## src/rtl/erc_seq_div16_8.sv

```systemverilog
// Radix-2 restoring divider: 2N-bit dividend / N-bit divisor -> N-bit quotient and remainder, one bit per cycle.
// Latency N cycles (error results 1 cycle); result is held in DONE until out_ready, no new operands meanwhile.
module erc_seq_div16_8 #(
  parameter int N = 8
) (
  input  logic           clk,
  input  logic           rst,
  input  logic [2*N-1:0] dat_in_a,
  input  logic [N-1:0]   dat_in_b,
  input  logic           in_valid,
  output logic           in_ready,
  output logic [N-1:0]   dat_q,
  output logic [N-1:0]   dat_r,
  output logic           err,
  output logic           out_valid,
  input  logic           out_ready,
  output logic           busy
);

  localparam int CW = (N > 1) ? $clog2(N) : 1;

  typedef enum logic [1:0] {
    IDLE = 2'd0,
    CALC = 2'd1,
    DONE = 2'd2
  } state_t;

  state_t        state, state_nxt;
  logic [N-1:0]  rem;
  logic [N-1:0]  shl;
  logic [N-1:0]  quo;
  logic [N-1:0]  dvs;
  logic [CW-1:0] cnt;
  logic          err_q;
  logic          err_hold;
  logic          div_err;
  logic [N:0]    trial;
  logic          fits;

  assign div_err = (dat_in_b == '0) || (dat_in_a[2*N-1:N] >= dat_in_b);
  assign trial   = {rem, shl[N-1]};
  assign fits    = trial >= {1'b0, dvs};

  always_ff @(posedge clk or posedge rst) begin
    if (rst) state <= IDLE;
    else     state <= state_nxt;
  end

  always_comb begin
    state_nxt = state;
    case (state)
      IDLE:    if (in_valid) state_nxt = div_err ? DONE : CALC;
      CALC:    if (cnt == '0) state_nxt = DONE;
      DONE:    if (out_valid && out_ready) state_nxt = IDLE;
      default: state_nxt = IDLE;
    endcase
  end

  // Error results spend one settle cycle in DONE before being presented.
  always_comb begin
    in_ready  = (state == IDLE);
    busy      = (state == CALC);
    out_valid = (state == DONE) && !err_hold;
  end

  // The partial remainder stays below the divisor, so N bits hold it; only the trial needs N+1.
  always_ff @(posedge clk or posedge rst) begin
    if (rst) begin
      rem      <= '0;
      shl      <= '0;
      quo      <= '0;
      dvs      <= '0;
      cnt      <= '0;
      err_q    <= 1'b0;
      err_hold <= 1'b0;
    end else begin
      case (state)
        IDLE: begin
          if (in_valid) begin
            dvs <= dat_in_b;
            if (div_err) begin
              quo      <= '1;
              rem      <= '0;
              cnt      <= '0;
              err_q    <= 1'b1;
              err_hold <= 1'b1;
            end else begin
              rem   <= dat_in_a[2*N-1:N];
              shl   <= dat_in_a[N-1:0];
              quo   <= '0;
              cnt   <= CW'(N - 1);
              err_q <= 1'b0;
            end
          end
        end
        CALC: begin
          rem <= fits ? N'(trial - {1'b0, dvs}) : trial[N-1:0];
          quo <= {quo[N-2:0], fits};
          shl <= {shl[N-2:0], 1'b0};
          if (cnt != '0) cnt <= cnt - 1'b1;
        end
        DONE: err_hold <= 1'b0;
        default: ;
      endcase
    end
  end

  assign dat_q = quo;
  assign dat_r = rem;
  assign err   = err_q;

endmodule

```

## config.mk

```make
export PLATFORM = sky130hd
export DESIGN_NAME = erc_seq_div16_8
export DESIGN_NICKNAME = d
export VERILOG_FILES = /design/src/rtl/erc_seq_div16_8.sv
export SDC_FILE = /design/constraint.sdc
export NUM_CORES = 1
export LEC_CHECK = 0
export BUFFER_PORTS_ARGS = -buffer_cell sky130_fd_sc_hd__buf_4
export CORE_MARGIN = 8
export CORE_UTILIZATION = 50
export DETAILED_ROUTE_END_ITERATION = 12
export PLACE_DENSITY = 0.74
export SYNTH_ARGS = -nofsm -noshare
export SYNTH_HDL_FRONTEND = slang
export SYNTH_SLANG_ARGS = --single-unit
```

## constraint.sdc

```tcl
create_clock -name clk -period 2.05 [get_ports clk]
set_input_delay 0.41 -clock clk [delete_from_list [all_inputs] [get_ports clk]]
set_output_delay 0.41 -clock clk [all_outputs]
set_load 0.005 [all_outputs]
```

==> metrics.md, run 1 <==
| Metric | Value |
|---|---|
| DP HPWL | 4829 um |
| Cells along the critical path | inv_1, ha_1, fa_2, nand2b_4, a211oi_4, o21a_1, or3_1, nand3_1, a22oi_1 |
| Number of antenna violations at the first check in global routing | 0 |
| Final-report max-slew violation count | 0 |
| Worst endpoint required time | 2.27 ns |
| Layout overhead on the synthesized area | 31.73% |
| Starting Density | 0.5136 |
| Routing usage on met1 | 0.2380 |
| Startpoint-to-endpoint class of the critical path | reg2reg |
| Part of the Yosys area used for sequential elements | 0.4077 |
| Crit-path slowest cell | sky130_fd_sc_hd__dfrtp_1 |
| Core Rows | 25 |
| Commonest cells after routing, fill and taps aside | 75 x sky130_fd_sc_hd__buf_4, 39 x sky130_fd_sc_hd__dfrtp_1, 33 x sky130_fd_sc_hd__nand2_1, 24 x sky130_fd_sc_hd__inv_1, 20 x sky130_fd_sc_hd__nor2_1 |
| Clock Path Buffers | 2 |
| Placeable core region | 4661 sq um |
| Leading cell types by total area after synthesis | sky130_fd_sc_hd__dfrtp_1 41%, sky130_fd_sc_hd__ha_1 9.4%, sky130_fd_sc_hd__nand2_1 5.2% |
| Most common cell after layout, fill and taps aside | sky130_fd_sc_hd__buf_4 |
| Cell depth of the worst flop-to-flop path | 9 |
| Post-route cell area | 3153 sq um |
| Detailed-route DRC error count | 0 |
| Static power due to leakage | 0.001558 uW |
| GR Util met2 | 0.2720 |
| Congestion Overflow GR | 0 |
| Final setup viols | 1 |
| Total power | 5599 uW |
| Number of nets at the end of the flow | 394 |
| CP max stage delay | 0.37 ns |
| Busiest layer in global routing | met2 |
| Violations in the final reports | negative setup slack |
| Antenna Diode Count | 0 |
| Port buffer count | 47 |
| Cell taking the most area after synthesis | sky130_fd_sc_hd__dfrtp_1 |
| Run status | finished with violations |
| Master cell of the clock root buffer | sky130_fd_sc_hd__clkbuf_8 |
| Count of yosys warnings during synthesis | 0 |
| Final Hold Violating Endpoints | 0 |
| First-pass GRT wire length | 10,400 um |
| Post-route setup slack | -0.004224 ns |
| Number of global-route vias before repair | 2,177 |
| Fraction of met3 tracks used by global routing | 0.04826 |
| Total number of vias | 2,277 |
| Detail-routed net length per standard cell | 15.70 um |
| Gpl congestion | 0.9026 |
| Synthesized instance count | 274 |
| Die Outline Area | 7257 sq um |
| Endpoint kind of the worst setup timing path | register |
| Clock skew after layout | 0.006418 ns |
| Proportion of layout cells with a drive suffix above 1 | 0.2816 |
| Total iterations of the first detailed-routing run | 4 |
| Setup repair after global routing missed its margin | yes |
| Final period demand of the worst path | 2.054 ns |
| Global Route Usage Sum | 0.1782 |
| Mean cell area of the mapped netlist | 8.736 sq um |
| Inst Count DP | 393 |
| Clk pin slew, worst setup/hold paths | 0.08 ns |
| Largest net degree at the start of global routing | 40 |
| Number of buffers created by CTS | 5 |
| I/O pins | 48 |
| Final critical-path share of the clock period | 1.002 |
| Path class of the lowest-slack min-delay path | in2async |
| Cell area after synthesis | 2394 sq um |
| CP Max Fanout | 3 |
| Area share of the largest cell type after synthesis | 0.4077 |
| Number of violations of the max-capacitance limit | 0 |
| TritonCTS clock tree | built |
| Synth Register Bits | 39 |
| Die Wd | 85.19 um |
| Final ANT Viol Nets | 0 |
| Die Y | 85.19 um |
| Number of cells on the critical path | 9 |
| Buffering stage count on the worst path with inverters included | 1 |
| Actual transition at the worst max-transition pin | 0.4951 ns |
| Data arrival time of the critical path | 2.27 ns |
| Per-cell via count in the routed design | 5.664 |
| Power density normalized to cell area | 1776 nW/um^2 |
| Critical path's top delay family | adder cells |
| Fmax achieved | 486.8 MHz |
| H-tree lvl count | 2 |
| Total routed wirelength | 6312 um |
| DRC marker count from the first detailed-route iteration | 160 |
| Slew margin rel. | 0.6699 |
| Clock Latency Late Sink | 0.30 ns |
| Crit path launch type | register |
| Number of cells in the finished layout apart from fillers | 402 |
| Number of different library cells in the post-synthesis netlist | 43 |
| Max rail drop VDD | 0.7317 mV |
| Placed cell area | 2987 sq um |
| Clock sink count | 39 |
| Post-synth net total | 321 |
==> worst reg2reg max path, cell delays in order (launching register included) <==
cell and delay (ns):
sky130_fd_sc_hd__dfrtp_1 0.37, sky130_fd_sc_hd__inv_1 0.08, sky130_fd_sc_hd__ha_1 0.23, sky130_fd_sc_hd__fa_2 0.36, sky130_fd_sc_hd__nand2b_4 0.17, sky130_fd_sc_hd__a211oi_4 0.24
sky130_fd_sc_hd__o21a_1 0.18, sky130_fd_sc_hd__or3_1 0.13, sky130_fd_sc_hd__nand3_1 0.08, sky130_fd_sc_hd__a22oi_1 0.14
==> cell families after synthesis <==
logic type / Yosys count / synth area share
AOI/OAI and AO/OA: 83 / 0.2264
muxes: 5 / 0.02091
adders and majority gates: 19 / 0.1025
DFF: 39 / 0.4077
and+or+nand+nor: 93 / 0.1804
xor gates and xnor gates: 1 / 0.003660
buffers and inverters: 34 / 0.05855
==> per-stage QoR <==
stage	utilization	setup slack (ns)	hold WS (ns)	TNS, ns
2_1_floorplan	-	0.004839	0.4495	0
3_3_place_gp	0.6408	-0.1279	0.4605	-2.338
3_5_place_dp	0.6408	-0.2034	0.4673	-3.391
4_1_cts	0.6698	0.005999	0.2410	0
5_1_grt	0.6765	-0.06753	0.2680	-0.1541
6_report	0.6765	-0.004224	0.2207	-0.004224
==> repair_timing <==
| item | CTS | global route |
|---|---|---|
| hold endpoints to repair | 0 | 0 |
| hold buffers | 0 | 0 |
| setup endpoints to repair | 2 | 7 |
| pin swaps | 3 | 2 |
| setup buffers | 0 | 1 |
| resized for setup | 4 | 6 |
==> cells in the mapped netlist, drive strengths merged <==
library cell and instances:
o31ai 1, ha 18, dfrtp 39, a211oi 6, o2111ai 1, nor3 6
or2 1, fa 1, a31o 1, or3b 1, a2111oi 1, a221oi 1
a31oi 7, or3 1, a21o 3, nand2b 5, o211ai 3, a21oi 21
o21a 5, a2bb2oi 1, nor2b 2, nand3b 1, buf 5, inv 24
xor2 1, nor4 2, clkbuf 5, nor3b 1, and2 2, o21ai 19
a22oi 4, a41oi 1, nor2 22, nand2 33, a221o 8, mux2i 5
nand3 16
==> sequential cells by signal, summed over array words and instances (netlist names) <==
register and count:
dat_q 8, err_hold 1, dvs 8, state 2
dat_r 8, cnt 3, err 1, shl 8
==> metal layers <==
metal  share of wire  vias to the layer above
met1            0.47                     1079
met2            0.46                       63
li1                -                     1129
met4           0.011                        0
met5               0                        -
met3           0.057                        6
==> path summary, 6_finish.rpt <==
path | from | to | slack (ns)
max in group asynchronous | rst | dvs[4] | 1.48
worst max register to register | shl[7] | dat_r[6] | -0.004
worst min register to register | shl[3] | shl[4] | 0.49
min in group clk | dat_in_b[7] | dvs[7] | 0.34
worst max-delay path | shl[7] | dat_r[6] | -0.004
worst min-delay path | rst | dat_q[5] | 0.22
==> final cells by class <==
cell class,count,area (sq um)
Tap cell,54,67.56
Clock inverter,3,43.79
Inverter,24,90.09
Sequential cell,39,975.9
Clock buffer,5,68.82
Timing Repair Buffer,76,583.1
Multi-Input combinational cell,201,1324
Fill cell,423,1508
==> power breakdown <==
| part | internal (uW) | switching (uW) | total [uW] | leakage, uW |
|---|---|---|---|---|
| logic | 1610 | 1920 | 3530 | 0.00102 |
| clock network | 362 | 289 | 651 | 0.0000581 |
| registers | 1160 | 263 | 1420 | 0.000478 |
| total | 3120 | 2470 | 5600 | 0.00156 |
No activity file was read; power rests on OpenSTA's default activity.
==> inputs of run 2 (changes only) <==
Settings changed: RECOVER_POWER from default to 100.
==> run 2 against run 1 <==
Effect of this change:
- the run still ends with negative setup slack left
- utilization fell by 1.2 points
- sequential power about the same
- clock-buffer cell count stayed put
- final cell count unchanged
- critical endpoint unchanged
==> metrics.md, run 2 (synthesis results as in run 1) <==
| Metric | Value |
|---|---|
| Run status | finished with violations |
| Violations in the final reports | negative setup slack |
| Setup repair after global routing missed its margin | yes |
| Layout overhead on the synthesized area | 29.33% |
| Fraction of power spent switching nets | 0.4503 |
| Master cell of the clock root buffer | sky130_fd_sc_hd__clkbuf_8 |
| Clock Latency Late Sink | 0.30 ns |
| Hold-fix buffers, CTS | 0 |
| Final setup viols | 1 |
| Clock sink count | 39 |
| Die Wd | 85.19 um |
| Congestion Overflow GR | 0 |
| Max rail drop VDD | 0.7298 mV |
| Total iterations of the first detailed-routing run | 4 |
| Detailed-route DRC error count | 0 |
| Final-report max-slew violation count | 0 |
| Post-route setup slack | -0.005769 ns |
| Data arrival time of the critical path | 2.27 ns |
| Core Rows | 25 |
| Busiest layer in global routing | met2 |
| Slew margin rel. | 0.3618 |
| Fill cells | 436 |
| Gpl congestion | 0.9026 |
| H-tree lvl count | 2 |
| Commonest cells after routing, fill and taps aside | 50 x sky130_fd_sc_hd__buf_4, 39 x sky130_fd_sc_hd__dfrtp_1, 33 x sky130_fd_sc_hd__nand2_1, 24 x sky130_fd_sc_hd__inv_1, 20 x sky130_fd_sc_hd__nor2_1 |
| Startpoint-to-endpoint class of the critical path | reg2reg |
| Worst endpoint required time | 2.27 ns |
| Net Switching | 2482 uW |
| Path class of the lowest-slack min-delay path | in2reg |
| Routing usage on met1 | 0.2380 |
| Die Y | 85.19 um |
| Detail-routed net length per standard cell | 15.80 um |
| Number of buffers created by CTS | 5 |
| Total number of vias | 2,290 |
| Die Outline Area | 7257 sq um |
| Final period demand of the worst path | 2.056 ns |
| Antenna Diode Count | 0 |
| Portion of total power attributed to the clock network | 0.118 |
| Final ANT Viol Nets | 0 |
| Total routed wirelength | 6352 um |
| Port buffer count | 47 |
| Final Core Density | 0.6642 |
| Number of nets at the end of the flow | 394 |
| Fraction of met3 tracks used by global routing | 0.04826 |
| First-pass GRT wire length | 10,400 um |
| Endpoint kind of the worst setup timing path | register |
| Actual transition at the worst max-transition pin | 0.9573 ns |
| Proportion of layout cells with a drive suffix above 1 | 0.2529 |
| Number of antenna violations at the first check in global routing | 0 |
| Final critical-path share of the clock period | 1.003 |
| Inst Count DP | 393 |
| Number of global-route vias before repair | 2,177 |
| Clk pin slew, worst setup/hold paths | 0.08 ns |
| Placed cell area | 2987 sq um |
| Largest net degree at the start of global routing | 40 |
| Portion of total power attributed to sequential cells | 0.257 |
| Starting Density | 0.5136 |
| Total Neg Setup Slack | -0.005769 ns |
| Per-cell via count in the routed design | 5.697 |
| Power density normalized to cell area | 1781 nW/um^2 |
| Final Hold Violating Endpoints | 0 |
| Global Route Usage Sum | 0.1782 |
| DP HPWL | 4829 um |
| Clock skew after layout | 0.006664 ns |
| Static power due to leakage | 0.001511 uW |
| I/O pins | 48 |
| Logic pwr share | 0.625 |
| Fmax achieved | 486.4 MHz |
| GR Util met2 | 0.2720 |
| Most common cell after layout, fill and taps aside | sky130_fd_sc_hd__buf_4 |
| Number of violations of the max-capacitance limit | 0 |
| TritonCTS clock tree | built |
| Internal power | 3030 uW |
| Post-route cell area | 3095 sq um |
| Clock Path Buffers | 2 |
| Crit path launch type | register |
| Placeable core region | 4661 sq um |
| Number of cells in the finished layout apart from fillers | 402 |
| CP Max Fanout | 3 |
| DRC marker count from the first detailed-route iteration | 182 |
[run 2: cell count changes in the layout (fill, tap and decap cells not counted), sizes merged]
cell    change
buf        -25
clkbuf     +25
[run 2: path summary, 6_finish.rpt]
kind                                  start  cells past startpoint  endpoint  slack, ns
max in group asynchronous               rst                      3    dvs[4]       1.05
worst min-delay path            dat_in_b[7]                      3    dvs[7]       0.34
worst max-delay path                 shl[7]                      9  dat_r[6]     -0.006
worst max register to register       shl[7]                      9  dat_r[6]     -0.006
min in group asynchronous               rst                      3  dat_q[4]       0.40
worst min register to register       shl[3]                      2    shl[4]       0.49
[run 2: final cells by class]
type                       instances  area, sq um  area share
sequential                        39        975.9      0.3153
timing repair buffer              76        525.5      0.1698
clock buffer                       5        68.82     0.02223
inverter                          24        90.09     0.02910
multi-input combinational        201         1324      0.4276
tap                               54        67.56     0.02183
clock inverter                     3        43.79     0.01415
[run 2: stage by stage]
stage | hold slack [ns] | setup slack [ns] | total power (uW)
after global routing | 0.3565 | -0.06753 | 5990
after global placement | 0.4605 | -0.1279 | 4624
after CTS | 0.2410 | 0.005999 | 5461
after floorplan | 0.4495 | 0.004839 | 3525
final | 0.3369 | -0.005769 | 5512
after detailed placement | 0.4673 | -0.2034 | 4681
[run 2: per-layer routing]
layer / up-vias / wire, um / part of all wire
li1: 1123 / - / -
met1: 1098 / 3030 / 0.48
met2: 63 / 2917 / 0.46
met3: 6 / 334 / 0.053
met4: 0 / 70 / 0.011
met5: - / 0 / 0
[run 2: power by group through the flow]
| stage | Combinational (uW) | Sequential (uW) | Clock, uW |
|---|---|---|---|
| floorplan | 2140 | 1390 | 0 |
| global placement | 3200 | 1420 | 0 |
| detailed placement | 3250 | 1430 | 0 |
| CTS | 3380 | 1420 | 664 |
| global route | 3830 | 1470 | 690 |
| finish | 3440 | 1420 | 651 |
[run 2: what timing repair did]
item / 4_1_cts / 5_1_grt
resized for setup: 4 / 6
endpoints found under the setup margin: 2 / 7
buffers inserted: 0 / 1
pin swaps: 3 / 2
endpoints found under the hold margin: 0 / 0
[run 2: worst max-delay path: stages, from the launching register on]
cell and delay [ns]:
sky130_fd_sc_hd__dfrtp_1 0.37, sky130_fd_sc_hd__inv_1 0.08, sky130_fd_sc_hd__ha_1 0.23, sky130_fd_sc_hd__fa_2 0.36
sky130_fd_sc_hd__nand2b_4 0.17, sky130_fd_sc_hd__a211oi_4 0.24, sky130_fd_sc_hd__o21a_1 0.18, sky130_fd_sc_hd__or3_1 0.12
sky130_fd_sc_hd__nand3_1 0.08, sky130_fd_sc_hd__a22oi_1 0.14
==> inputs of run 3 (changes only) <==
Settings changed: SKIP_LAST_GASP from default to 1.
==> run 3 against run 2 <==
Effect of this change:
- the flow still finishes with violations (negative setup slack)
- setup slack improved by 0.0023 ns
- utilization shrank 0.054 points
- combinational power barely moved
- global-route usage is the same
- first-iteration DRC count shrank 8.8%
- register-to-register slack barely moved
- largest power group unchanged
- power shrank 0.45%
- worst hold slack is essentially flat
- critical path depth is the same
- wire length fell by 0.72%
- clock-buffer cell count stayed put
- non-clock buffer count stayed put
==> metrics.md, run 3 (synthesis results as in run 1) <==
| Metric | Value |
|---|---|
| Final period demand of the worst path | 2.053 ns |
| Final ANT Viol Nets | 0 |
| Per-cell via count in the routed design | 5.647 |
| Data arrival time of the critical path | 2.27 ns |
| Global Route Usage Sum | 0.1782 |
| Clock Path Buffers | 2 |
| Total Neg Setup Slack | -0.003753 ns |
| Placeable core region | 4661 sq um |
| Congestion Overflow GR | 0 |
| Clock sink count | 39 |
| Final Hold Violating Endpoints | 0 |
| First-pass GRT wire length | 10,400 um |
| Run status | finished with violations |
| Actual transition at the worst max-transition pin | 0.9546 ns |
| TritonCTS clock tree | built |
| Port buffer count | 47 |
| Fmax achieved | 487.0 MHz |
| Crit path launch type | register |
| Antenna Diode Count | 0 |
| Detail-routed net length per standard cell | 15.69 um |
| Die Wd | 85.19 um |
| Post-route setup slack | -0.003491 ns |
| Path class of the lowest-slack min-delay path | in2reg |
| Die Y | 85.19 um |
| Number of global-route vias before repair | 2,177 |
| Placed cell area | 2987 sq um |
| Commonest cells after routing, fill and taps aside | 51 x sky130_fd_sc_hd__buf_4, 39 x sky130_fd_sc_hd__dfrtp_1, 33 x sky130_fd_sc_hd__nand2_1, 24 x sky130_fd_sc_hd__inv_1, 20 x sky130_fd_sc_hd__nor2_1 |
| CP Max Fanout | 3 |
| Total iterations of the first detailed-routing run | 4 |
| Core Rows | 25 |
| Clock Latency Late Sink | 0.30 ns |
| Total routed wirelength | 6306 um |
| Number of violations of the max-capacitance limit | 0 |
| DP HPWL | 4829 um |
| Final critical-path share of the clock period | 1.002 |
| Number of nets at the end of the flow | 394 |
| Max rail drop VDD | 0.7329 mV |
| Power density normalized to cell area | 1774 nW/um^2 |
| Number of antenna violations at the first check in global routing | 0 |
| Total number of vias | 2,270 |
| H-tree lvl count | 2 |
| Gpl congestion | 0.9026 |
| Clock skew after layout | 0.006157 ns |
| I/O pins | 48 |
| Die Outline Area | 7257 sq um |
| Post-route cell area | 3093 sq um |
| Violations in the final reports | negative setup slack |
| Clk pin slew, worst setup/hold paths | 0.08 ns |
| Final setup viols | 2 |
| Endpoint kind of the worst setup timing path | register |
| Setup repair after global routing missed its margin | yes |
| Master cell of the clock root buffer | sky130_fd_sc_hd__clkbuf_8 |
| Proportion of layout cells with a drive suffix above 1 | 0.2500 |
| Number of buffers created by CTS | 5 |
| Reg2Reg Setup Slack | -0.003 ns |
| Final-report max-slew violation count | 0 |
| Static power due to leakage | 0.001510 uW |
| DRC marker count from the first detailed-route iteration | 166 |
| Worst endpoint required time | 2.27 ns |
| Starting Density | 0.5136 |
| Detailed-route DRC error count | 0 |
| Startpoint-to-endpoint class of the critical path | reg2reg |
| Layout overhead on the synthesized area | 29.22% |
| Largest net degree at the start of global routing | 40 |
| Most common cell after layout, fill and taps aside | sky130_fd_sc_hd__buf_4 |
| Slew margin rel. | 0.3636 |
==> run 3: cell types whose count changed in the layout (fill, tap and decap cells not counted) <==
cell                       change
sky130_fd_sc_hd__a211oi_1      +1
sky130_fd_sc_hd__a211oi_2      -1
sky130_fd_sc_hd__buf_2         -1
sky130_fd_sc_hd__buf_4         +1
==> run 3: power by group <==
part / total (uW) / leakage, uW / internal (uW) / switching (uW)
Sequential: 1420 / 0.000478 / 1160 / 260
Combinational: 3420 / 0.000974 / 1510 / 1910
Clock: 651 / 0.0000581 / 362 / 289
Total: 5490 / 0.00151 / 3030 / 2460
==> run 3: stage by stage <==
step / hold slack [ns] / power, uW / std cells / worst slack (ns) / utilization
global placement: 0.4605 / 4624 / 393 / -0.1279 / 0.6408
finish: 0.3365 / 5487 / 402 / -0.003491 / 0.6636
floorplan: 0.4495 / 3525 / 274 / 0.004839 / -
detailed placement: 0.4673 / 4681 / 393 / -0.2034 / 0.6408
global route: 0.3565 / 5974 / 402 / -0.06753 / 0.6636
CTS: 0.2410 / 5461 / 401 / 0.005999 / 0.6698
==> run 3: timing repair <==
item | CTS | global route
gates resized for setup | 4 | 5
buffers inserted | 0 | 1
hold buffers | 0 | 0
setup endpoints to repair | 2 | 7
pin swaps | 3 | 2
==> run 3: critical path, cell delays in order, from the launching register on <==
cell,delay [ns]
sky130_fd_sc_hd__dfrtp_1,0.37
sky130_fd_sc_hd__inv_1,0.08
sky130_fd_sc_hd__ha_1,0.23
sky130_fd_sc_hd__fa_2,0.36
sky130_fd_sc_hd__nand2b_4,0.17
sky130_fd_sc_hd__a211oi_4,0.24
sky130_fd_sc_hd__o21a_1,0.18
sky130_fd_sc_hd__or3_1,0.12
sky130_fd_sc_hd__nand3_1,0.08
sky130_fd_sc_hd__a22oi_1,0.14
==> run 3: cell type report <==
type                    instances  area [sq um]
fillers                       435          1568
multi-input cells             201          1319
flip-flops and latches         39         975.9
repair buffers                 76         528.0
inverters                      24         90.09
clock buffers                   5         68.82
well taps                      54         67.56
clock inverters                 3         43.79
==> run 3: per-layer routing <==
| layer | part of all wire | GRT usage | up-vias |
|---|---|---|---|
| met2 | 0.46 | 0.2720 | 66 |
| li1 | - | - | 1125 |
| met3 | 0.059 | 0.04826 | 5 |
| met5 | 0 | 0 | - |
| met1 | 0.47 | 0.2380 | 1074 |
| met4 | 0.0089 | 0.05502 | 0 |
==> run 3: worst paths after layout <==
path                                   from  endpoint  cells past startpoint
worst max-delay path                 shl[7]  dat_r[6]                      9
worst min-delay path            dat_in_b[7]    dvs[7]                      3
worst max register to register       shl[7]  dat_r[6]                      9
worst min register to register          err       err                      1
max in group asynchronous               rst    dvs[4]                      3
min in group asynchronous               rst  dat_q[4]                      3
